$ cat config.mk
export PLATFORM = sky130hd
export DESIGN_NAME = cpm_topk_ctrl
export DESIGN_NICKNAME = d
export VERILOG_FILES = /design/src/rtl/cpm_topk_pkg.sv /design/src/rtl/cpm_topk_omux.sv /design/src/rtl/cpm_topk_ctrl.sv
export SDC_FILE = /design/constraint.sdc
export NUM_CORES = 1
export LEC_CHECK = 0
export ABC_CLOCK_PERIOD_IN_PS = 5700
export CAP_MARGIN = 20
export CORE_AREA = 2 2 224 226
export DETAILED_ROUTE_END_ITERATION = 8
export DIE_AREA = 0 0 226 228
export GPL_ROUTABILITY_DRIVEN = 0
export SYNTH_ARGS = -nofsm -noshare
export SYNTH_HDL_FRONTEND = slang
export SYNTH_HIERARCHICAL = 1
export SYNTH_SLANG_ARGS = --single-unit
$ cat constraint.sdc
create_clock -name clk -period 5.7 [get_ports clk]
set_input_delay 1.14 -clock clk [delete_from_list [all_inputs] [get_ports clk]]
set_output_delay 1.14 -clock clk [all_outputs]
set_load 0.02 [all_outputs]
$ cat src/rtl/cpm_topk_pkg.sv
`default_nettype none
// ============================================================================
// Module      : cpm_topk_pkg
// Description : Shared types and default sizes for the top-K sort controller.
//               Holds the controller FSM state encoding and the default
//               widths used by cpm_topk_ctrl and cpm_topk_omux.
// Revision    : 1.0 - initial release
// ============================================================================
package cpm_topk_pkg;

    localparam int DEF_DATA_DW = 8;   // candidate value width
    localparam int DEF_INFO_DW = 8;   // candidate index width
    localparam int DEF_SORT_DW = 32;  // number of sorter slots
    localparam int DEF_LEN_AW  = 8;   // candidate count width

    typedef enum logic [2:0] {
        ST_IDLE  = 3'd0,
        ST_CLR   = 3'd1,
        ST_FEED  = 3'd2,
        ST_WAIT  = 3'd3,
        ST_DRAIN = 3'd4,
        ST_DONE  = 3'd5
    } state_t;

endpackage
`default_nettype wire

$ cat src/rtl/cpm_topk_omux.sv
`default_nettype none
// ============================================================================
// Module      : cpm_topk_omux
// Description : SORT_DW:1 selector picking one sorter slot (value + index)
//               by the drain counter.
// Ports       : sel_i  - slot select
//               dat_i  - all slot values, slot n at [n*DATA_DW +: DATA_DW]
//               inf_i  - all slot indices, slot n at [n*INFO_DW +: INFO_DW]
//               dat_o  - selected slot value
//               inf_o  - selected slot index
// Revision    : 1.0 - initial release
// ============================================================================
module cpm_topk_omux
    import cpm_topk_pkg::*;
#(
    parameter int SORT_DW = DEF_SORT_DW,
    parameter int DATA_DW = DEF_DATA_DW,
    parameter int INFO_DW = DEF_INFO_DW,
    parameter int SEL_W   = 5
) (
    input  logic [SEL_W-1:0]           sel_i,
    input  logic [SORT_DW*DATA_DW-1:0] dat_i,
    input  logic [SORT_DW*INFO_DW-1:0] inf_i,
    output logic [DATA_DW-1:0]         dat_o,
    output logic [INFO_DW-1:0]         inf_o
);

    logic [DATA_DW-1:0] w_dat_slot [SORT_DW];
    logic [INFO_DW-1:0] w_inf_slot [SORT_DW];

    generate
        for (genvar gi = 0; gi < SORT_DW; gi++) begin : g_slot
            assign w_dat_slot[gi] = dat_i[gi*DATA_DW +: DATA_DW];
            assign w_inf_slot[gi] = inf_i[gi*INFO_DW +: INFO_DW];
        end
    endgenerate

    assign dat_o = w_dat_slot[sel_i];
    assign inf_o = w_inf_slot[sel_i];

endmodule
`default_nettype wire

$ cat src/rtl/cpm_topk_ctrl.sv
`default_nettype none
// ============================================================================
// Module      : cpm_topk_ctrl
// Description : Job controller around an external top-K sorter. Accepts a job
//               (candidate count + K), clears the sorter, streams candidates
//               into it tagged with their index, waits for the sorted result
//               and drains the first K slots on an output stream.
// Ports       : clk/rst_n          - clock, async active-high reset
//               CFG_*              - job request handshake, length and K
//               ABORT              - single-cycle job cancel
//               IN_*               - candidate input stream
//               SORT_*             - sorter clear and candidate feed
//               TOPK_*             - sorter result slots
//               OUT_*              - result output stream
//               BUSY/DONE          - status and end-of-job pulse
// Revision    : 1.0 - initial release
// ============================================================================
module cpm_topk_ctrl
    import cpm_topk_pkg::*;
#(
    parameter int DATA_DW = DEF_DATA_DW,
    parameter int INFO_DW = DEF_INFO_DW,
    parameter int SORT_DW = DEF_SORT_DW,
    parameter int LEN_AW  = DEF_LEN_AW
) (
    input  logic                       clk,
    input  logic                       rst_n,
    input  logic                       CFG_VLD,
    output logic                       CFG_RDY,
    input  logic [LEN_AW-1:0]          CFG_LEN,
    input  logic [$clog2(SORT_DW):0]   CFG_K,
    input  logic                       ABORT,
    input  logic                       IN_VLD,
    output logic                       IN_RDY,
    input  logic [DATA_DW-1:0]         IN_DAT,
    output logic                       SORT_CLR,
    output logic                       SORT_DAT_VLD,
    output logic                       SORT_DAT_LST,
    output logic [DATA_DW-1:0]         SORT_DAT_DAT,
    output logic [INFO_DW-1:0]         SORT_DAT_INF,
    input  logic                       TOPK_DAT_VLD,
    input  logic [SORT_DW*DATA_DW-1:0] TOPK_DAT_DAT,
    input  logic [SORT_DW*INFO_DW-1:0] TOPK_DAT_INF,
    output logic                       OUT_VLD,
    input  logic                       OUT_RDY,
    output logic                       OUT_LST,
    output logic [DATA_DW-1:0]         OUT_DAT,
    output logic [INFO_DW-1:0]         OUT_INF,
    output logic                       BUSY,
    output logic                       DONE
);

    localparam int KW    = $clog2(SORT_DW) + 1;
    localparam int SEL_W = (SORT_DW > 1) ? $clog2(SORT_DW) : 1;

    state_t              state_q, state_d;
    logic [LEN_AW-1:0]   len_q,   len_d;
    logic [KW-1:0]       k_q,     k_d;
    logic [LEN_AW-1:0]   feed_q,  feed_d;
    logic [SEL_W-1:0]    drain_q, drain_d;

    logic [KW-1:0]       w_k_clamp;
    logic                w_feed_last;
    logic                w_drain_last;

    // K of zero still emits one result; K beyond the sorter depth saturates.
    always_comb begin
        w_k_clamp = CFG_K;
        if (CFG_K == '0) begin
            w_k_clamp = KW'(1);
        end else if (CFG_K > KW'(SORT_DW)) begin
            w_k_clamp = KW'(SORT_DW);
        end
    end

    assign w_feed_last  = (feed_q == len_q - LEN_AW'(1));
    assign w_drain_last = (KW'(drain_q) == k_q - KW'(1));

    always_ff @(posedge clk or posedge rst_n) begin
        if (rst_n) begin
            state_q <= ST_IDLE;
            len_q   <= '0;
            k_q     <= '0;
            feed_q  <= '0;
            drain_q <= '0;
        end else begin
            state_q <= state_d;
            len_q   <= len_d;
            k_q     <= k_d;
            feed_q  <= feed_d;
            drain_q <= drain_d;
        end
    end

    always_comb begin
        state_d      = state_q;
        len_d        = len_q;
        k_d          = k_q;
        feed_d       = feed_q;
        drain_d      = drain_q;
        CFG_RDY      = 1'b0;
        IN_RDY       = 1'b0;
        SORT_CLR     = 1'b0;
        SORT_DAT_VLD = 1'b0;
        SORT_DAT_LST = 1'b0;
        OUT_VLD      = 1'b0;
        OUT_LST      = 1'b0;
        DONE         = 1'b0;

        case (state_q)
            ST_IDLE: begin
                CFG_RDY = 1'b1;
                // A simultaneous ABORT blocks the request from being taken.
                if (CFG_VLD && !ABORT) begin
                    len_d   = CFG_LEN;
                    k_d     = w_k_clamp;
                    state_d = ST_CLR;
                end
            end
            ST_CLR: begin
                SORT_CLR = 1'b1;
                feed_d   = '0;
                drain_d  = '0;
                state_d  = (len_q == '0) ? ST_DONE : ST_FEED;
            end
            ST_FEED: begin
                IN_RDY       = 1'b1;
                SORT_DAT_VLD = IN_VLD;
                SORT_DAT_LST = w_feed_last;
                if (IN_VLD) begin
                    feed_d = feed_q + LEN_AW'(1);
                    if (w_feed_last) begin
                        state_d = ST_WAIT;
                    end
                end
            end
            ST_WAIT: begin
                if (TOPK_DAT_VLD) begin
                    state_d = ST_DRAIN;
                end
            end
            ST_DRAIN: begin
                OUT_VLD = 1'b1;
                OUT_LST = w_drain_last;
                if (OUT_RDY) begin
                    drain_d = drain_q + SEL_W'(1);
                    if (w_drain_last) begin
                        state_d = ST_DONE;
                    end
                end
            end
            ST_DONE: begin
                DONE     = 1'b1;
                SORT_CLR = 1'b1;
                state_d  = ST_IDLE;
            end
            default: begin
                state_d = ST_IDLE;
            end
        endcase

        // Cancel overrides everything outside IDLE: clear the sorter, kill
        // all traffic this cycle and skip the DONE pulse.
        if (ABORT && (state_q != ST_IDLE)) begin
            state_d      = ST_IDLE;
            feed_d       = '0;
            drain_d      = '0;
            SORT_CLR     = 1'b1;
            IN_RDY       = 1'b0;
            SORT_DAT_VLD = 1'b0;
            SORT_DAT_LST = 1'b0;
            OUT_VLD      = 1'b0;
            OUT_LST      = 1'b0;
            DONE         = 1'b0;
        end
    end

    assign BUSY         = (state_q != ST_IDLE);
    assign SORT_DAT_DAT = IN_DAT;
    assign SORT_DAT_INF = INFO_DW'(feed_q);

    cpm_topk_omux #(
        .SORT_DW (SORT_DW),
        .DATA_DW (DATA_DW),
        .INFO_DW (INFO_DW),
        .SEL_W   (SEL_W)
    ) u_omux (
        .sel_i (drain_q),
        .dat_i (TOPK_DAT_DAT),
        .inf_i (TOPK_DAT_INF),
        .dat_o (OUT_DAT),
        .inf_o (OUT_INF)
    );

endmodule
`default_nettype wire

# Yosys cells after proc, flatten, opt, wreduce, memory -nomap -nowiden

Index checks and enable logic that the tools add are counted.

Register bits after elaboration: 30
Input bits: 541

$add $sub $neg: 4
Magnitude comparators: 2
Equal/unequal tests: 13
Multiplexer cells: 38
Bitwise logic cells: 1
Reduce and logical (&&, ||, !) cells: 14

Operators by type and width:

| cell                  | number |
|---|---|
| $bmux W8 S5           | 2 |
| $mux W8               | 6 |
| $mux W3               | 8 |
| $ne A3 B3 Y1 const B  | 6 |
| $pmux W8 S2           | 1 |
| $mux W1               | 15 |
| $pmux W3 S5           | 1 |
| $mux W6               | 2 |
| $mux W5               | 2 |
| $pmux W5 S2           | 1 |
| $reduce_bool A3 Y1    | 3 |
| $add A8 B1 Y8 const B | 1 |
| $eq A8 B8 Y1          | 1 |
| $logic_not A8 Y1      | 1 |
| $sub A8 B1 Y8 const B | 1 |
| $eq A3 B2 Y1 const B  | 2 |
| $eq A3 B3 Y1 const B  | 2 |
| $eq A5 B6 Y1          | 1 |
| $ge A6 B6 Y1 const B  | 1 |
| $gt A6 B6 Y1 const B  | 1 |
| $logic_not A6 Y1      | 1 |
| $not A5 Y6            | 1 |
| $reduce_and A2 Y1     | 3 |
| $reduce_and A6 Y1     | 1 |
| 7 further kinds       | 8 |

# Depth between registers and ports, before layout

Word-level depth: 6
Depth in mapped cells: 8

# Modules after synthesis

Netlist, hierarchy kept.

Modules (own cells, without submodules):

| module        | times used | cells an instance | area each (um^2) | sequential area each (um^2) |
|---|---|---|---|---|
| cpm_topk_omux | 1          | 569               | 4629.4           | 0.0 |
| cpm_topk_ctrl | 1          | 223               | 1976.9           | 750.7 |

# Worst setup path before layout

Ideal clock, no wire load.

Kind: register to output
From: reg len_q[3]
To: out SORT_DAT_LST
Data arrival time: 2397 ps
Data required time: 4560 ps
Setup slack: 2163 ps
Cell stages (with the launch flop): 7
Path buffers: 1
Cells stage by stage: dfrtp_1 > buf_6 > or4_4 > or3_1 > a2111oi_2 > nand4_1 > nor3_1

Cells in the longest elaborated chain, start to end: 4

RTL lines:

| item                   | line                 | source |
|---|---|---|
| start, declared        | cpm_topk_ctrl.sv:57  | `logic [LEN_AW-1:0] len_q, len_d;` |
| start signal, assigned | cpm_topk_ctrl.sv:88  | `len_q <= len_d;` |
| $sub A8 B1 Y8          | cpm_topk_ctrl.sv:76  | `assign w_feed_last = (feed_q == len_q - LEN_AW'(1));` |
| $eq A8 B8 Y1           | cpm_topk_ctrl.sv:76  |  |
| $mux W1                | cpm_topk_ctrl.sv:110 | `case (state_q)` |
| $mux W1                | cpm_topk_ctrl.sv:164 | `if (ABORT && (state_q != ST_IDLE)) begin` |
| end, declared          | cpm_topk_ctrl.sv:38  | `output logic SORT_DAT_LST,` |

Every way passes these cells.

# Worst setup path after layout

From: in TOPK_DAT_DAT[15]
To: out OUT_DAT[7]

Cells in the longest elaborated chain, start to end: 3

RTL lines:

| item                                       | line                | source |
|---|---|---|
| start, declared                            | cpm_topk_ctrl.sv:42 | `input logic [SORT_DW*DATA_DW-1:0] TOPK_DAT_DAT,` |
| $bmux W8 S5                                | cpm_topk_omux.sv:38 | `assign dat_o = w_dat_slot[sel_i];` |
| $mux W8 (implied by the code) (2 in a row) | cpm_topk_omux.sv:38 |  |
| end, declared                              | cpm_topk_ctrl.sv:47 | `output logic [DATA_DW-1:0] OUT_DAT,` |

Every way passes these cells. The select of a mux whose other input is x is not followed.

==> summary.txt <==
STA
  • Clk_skew: roughly 0.0066 ns
  • Highest Clock Rate: ~0.20 GHz
  • Setup TNS: 0 ns
  • Fin crit share: ~87%
  • Rel. slew slack: around 24%
  • Worst Tran Pin Value: 1.126 ns
  • Min cycle time layout: approximately 5.0 ns
  • Hold Fails Final Rpt: 0
  • RSZ-0062 raised after global routing: false
  • Fin. max-slew vios: 0
  • Final setup viols: 0

Clock network
  • CTS Sinks: 30
  • TritonCTS Buffers: 5
  • H-tree lvl count: 2
  • Post-CTS Resized: 0
  • Root buf cell: clkbuf_16
  • Post CTS Setup Buffer Count: 0
  • Post-CTS Hold Buffers: 0
  • Clk slew on worst S/H paths: around 0.050 ns
  • Worst-Skew Late Latency: ~0.28 ns
  • Clock buffer depth: 2
  • CTS tree: built

Yosys
  • Async set-or-reset flop fraction in the synthesized netlist: 100.0%
  • Yosys top cell area share: about 39%
  • Yosys reg bits: 30
  • Biggest area consumer among synthesized cells: mux2i_1
  • Area contributors post-synth: mux2i_1, dfrtp_1, a22oi_1
  • Count leader, synth: mux2i_1
  • Distinct cells, synth: 52
  • Syn Area/Cell: 8.341 µm²
  • Synth top cells by count: mux2i_1, a22oi_1, nand2_1
  • Number of synthesized flops with an enable pin: 0
  • Register area share after synthesis: a little under an eighth
  • Yosys warnings: 6
  • Mapped Nets: 1337
  • Top_reg_cell synth: dfrtp_1
  • Post-Syn Instances: 792
  • Syn Std Cell Area: roughly 6600 µm²

Setup path
  • Max FO, Critical Path: 1
  • R2R cell count: 5
  • Worst path arrival time: roughly 3.8 ns
  • Reg2reg end: state_q[0]
  • Worst EP required: between 4 and 5 ns
  • Worst r2r src: len_q[3]
  • R2R Setup Slk: about 3.3 ns
  • Worst Path Class, Setup: primary input to output port
  • CP Cell Sequence: clkdlybuf4s50_1 > mux2i_1 > a22o_1 > nor3_1 > a31oi_1 > nand3_1 > clkdlybuf4s50_1
  • Crit end category: output port
  • Type of origin of the critical path: primary input
  • Max incr delay on CP: 0.89 ns
  • CP most frequent cell: clkdlybuf4s50_1
  • CP max-delay cell: nor3_1

Outcome
  • Status: finished clean

Placed design
  • Placed Area: between 10000 and 15000 µm²
  • Cells after DPL: between 1500 and 2000
  • Dpl hpwl: around 38 mm
  • Port Buffers: ~570

Global routing
  • All-Layer GR Usage: between 10% and 20%
  • Vias in the first global route: between 8000 and 9000
  • First-pass GRT wire length: between 60 and 70 mm
  • Initial antenna violation count: 17
  • Remaining Overflow, GRT: 0
  • Largest net degree at the start of global routing: 86

Floorplan
  • Die H: 228 µm
  • Core area: 49350 µm²
  • Row count: slightly above 80
  • # IOs: about 580
  • Die area: between 50000 and 60000 µm²
  • Die width: approximately 230 µm
  • Starting Density: between 10% and 20%

Layout
  • Nets@finish: 1846
  • Final instance area: 12840 µm²
  • Non-Filler Instances: ~2000
  • Layout area overhead: 94.30%
  • Fill cells: about 5300
  • Ratio of cells with drive above 1 in the final layout: roughly 3.4%

Hold path
  • Worst Hold End: k_q[1]
  • Hold WC Path Type: flip-flop to flip-flop
  • Hold wc startpoint: k_q[1]
  • Hold path depth: 2

Drt
  • Final antenna-violating net count: 0
  • Via count: about 8500
  • Post-Route WL: between 40 and 50 mm
  • Initial DRC count: about 490
  • First-pass DRT Iterations: 5
  • Per-cell routed wire length: ~23 µm
  • Drc violations: 0
  • Vias per cell: 4.292

Run
  • Max_cap viols: 0

Pwr
  • Peak VDD IR: about 0.16 mV
  • Leakage: 0.004085 µW
  • Cell area power density: around 140 nW/µm²
## registers in the layout, indices dropped and copies added (netlist names)
name and flops:
SORT_DAT_INF 8, drain_q 5, k_q 6, len_q 8
state_q 3
## stage by stage
step           power, µW  utilization, %  setup WS (ns)  hold WS (ns)
2_1_floorplan      880.3               -          2.163        0.4988
3_3_place_gp        1463           25.67         0.7325        0.5358
3_5_place_dp        1489           25.67         0.7355        0.5486
4_1_cts             1768           25.97         0.7354        0.5592
5_1_grt             1872           26.01         0.7400        0.5909
6_report            1753           26.01         0.7213        0.5648
## per-layer routing
metal	vias up	GRT usage [%]	wire [µm]
li1	4073	-	-
met1	3997	19.40	18100
met2	399	29.60	22590
met3	38	2.589	3009
met4	0	4.553	915
met5	-	0	0
## worst max-delay path by stage
stage / start / endpoint / slack, ns / cells after the start
2_1_floorplan: len_q[3] / SORT_DAT_LST / 2.16 / 6
3_3_place_gp: TOPK_DAT_INF[58] / OUT_INF[2] / 0.73 / 8
3_5_place_dp: TOPK_DAT_INF[58] / OUT_INF[2] / 0.74 / 8
4_1_cts: TOPK_DAT_INF[58] / OUT_INF[2] / 0.74 / 8
5_1_grt: drain_q[0] / OUT_INF[2] / 0.74 / 7
6_report: TOPK_DAT_DAT[15] / OUT_DAT[7] / 0.72 / 7
## area by class of cell
cell class              instances  area, µm²  share of cell area (%)
multi-input cells             670       5200                   40.51
clock buffers                   7      142.6                   1.111
diodes                          8      20.02                  0.1560
clock inverters                 1      5.005                 0.03899
flip-flops and latches         30      754.5                   5.878
repair buffers                584       5836                   45.46
inverters                      10      37.54                  0.2924
well taps                     672      840.8                   6.550
## cell usage in the layout (no fill, tap or decap), types with 16 or more instances in the layout
| cell | n |
|---|---|
| nand3_1 | 37 |
| a22o_1 | 33 |
| nor3_1 | 27 |
| mux2i_1 | 256 |
| a31oi_1 | 18 |
| nand2_1 | 49 |
| clkdlybuf4s50_1 | 565 |
| nand4_1 | 19 |
| a21oi_1 | 43 |
| a22oi_1 | 65 |
| buf_4 | 16 |
| dfrtp_1 | 29 |
## where the power goes
part           total [µW]  switching (µW)  internal (µW)
combinational        1100             470            633
clock                 269            96.1            173
sequential            381             110            271
total                1750             676           1080
## worst max-delay path, delay by kind of cell
kind | cells | cell delay [ns]
buffers and inverters | 2 | 1.12
and+or+nand+nor | 2 | 1.04
AOI/OAI and AO/OA | 2 | 0.45
muxes | 1 | 0.08
## logic make-up (layout without fill, tap and decap cells)
family,Yosys count,in the layout,share of synthesized area [%]
AOI/OAI and AO/OA,199,199,20.74
xor gates and xnor gates,19,19,2.519
adders and majority gates,4,4,0.7576
buffers and inverters,92,602,10.19
DFF,30,30,11.36
muxes,267,267,40.66
other,0,8,0
and+or+nand+nor,181,181,13.77
(Power assumes the default switching activity.)
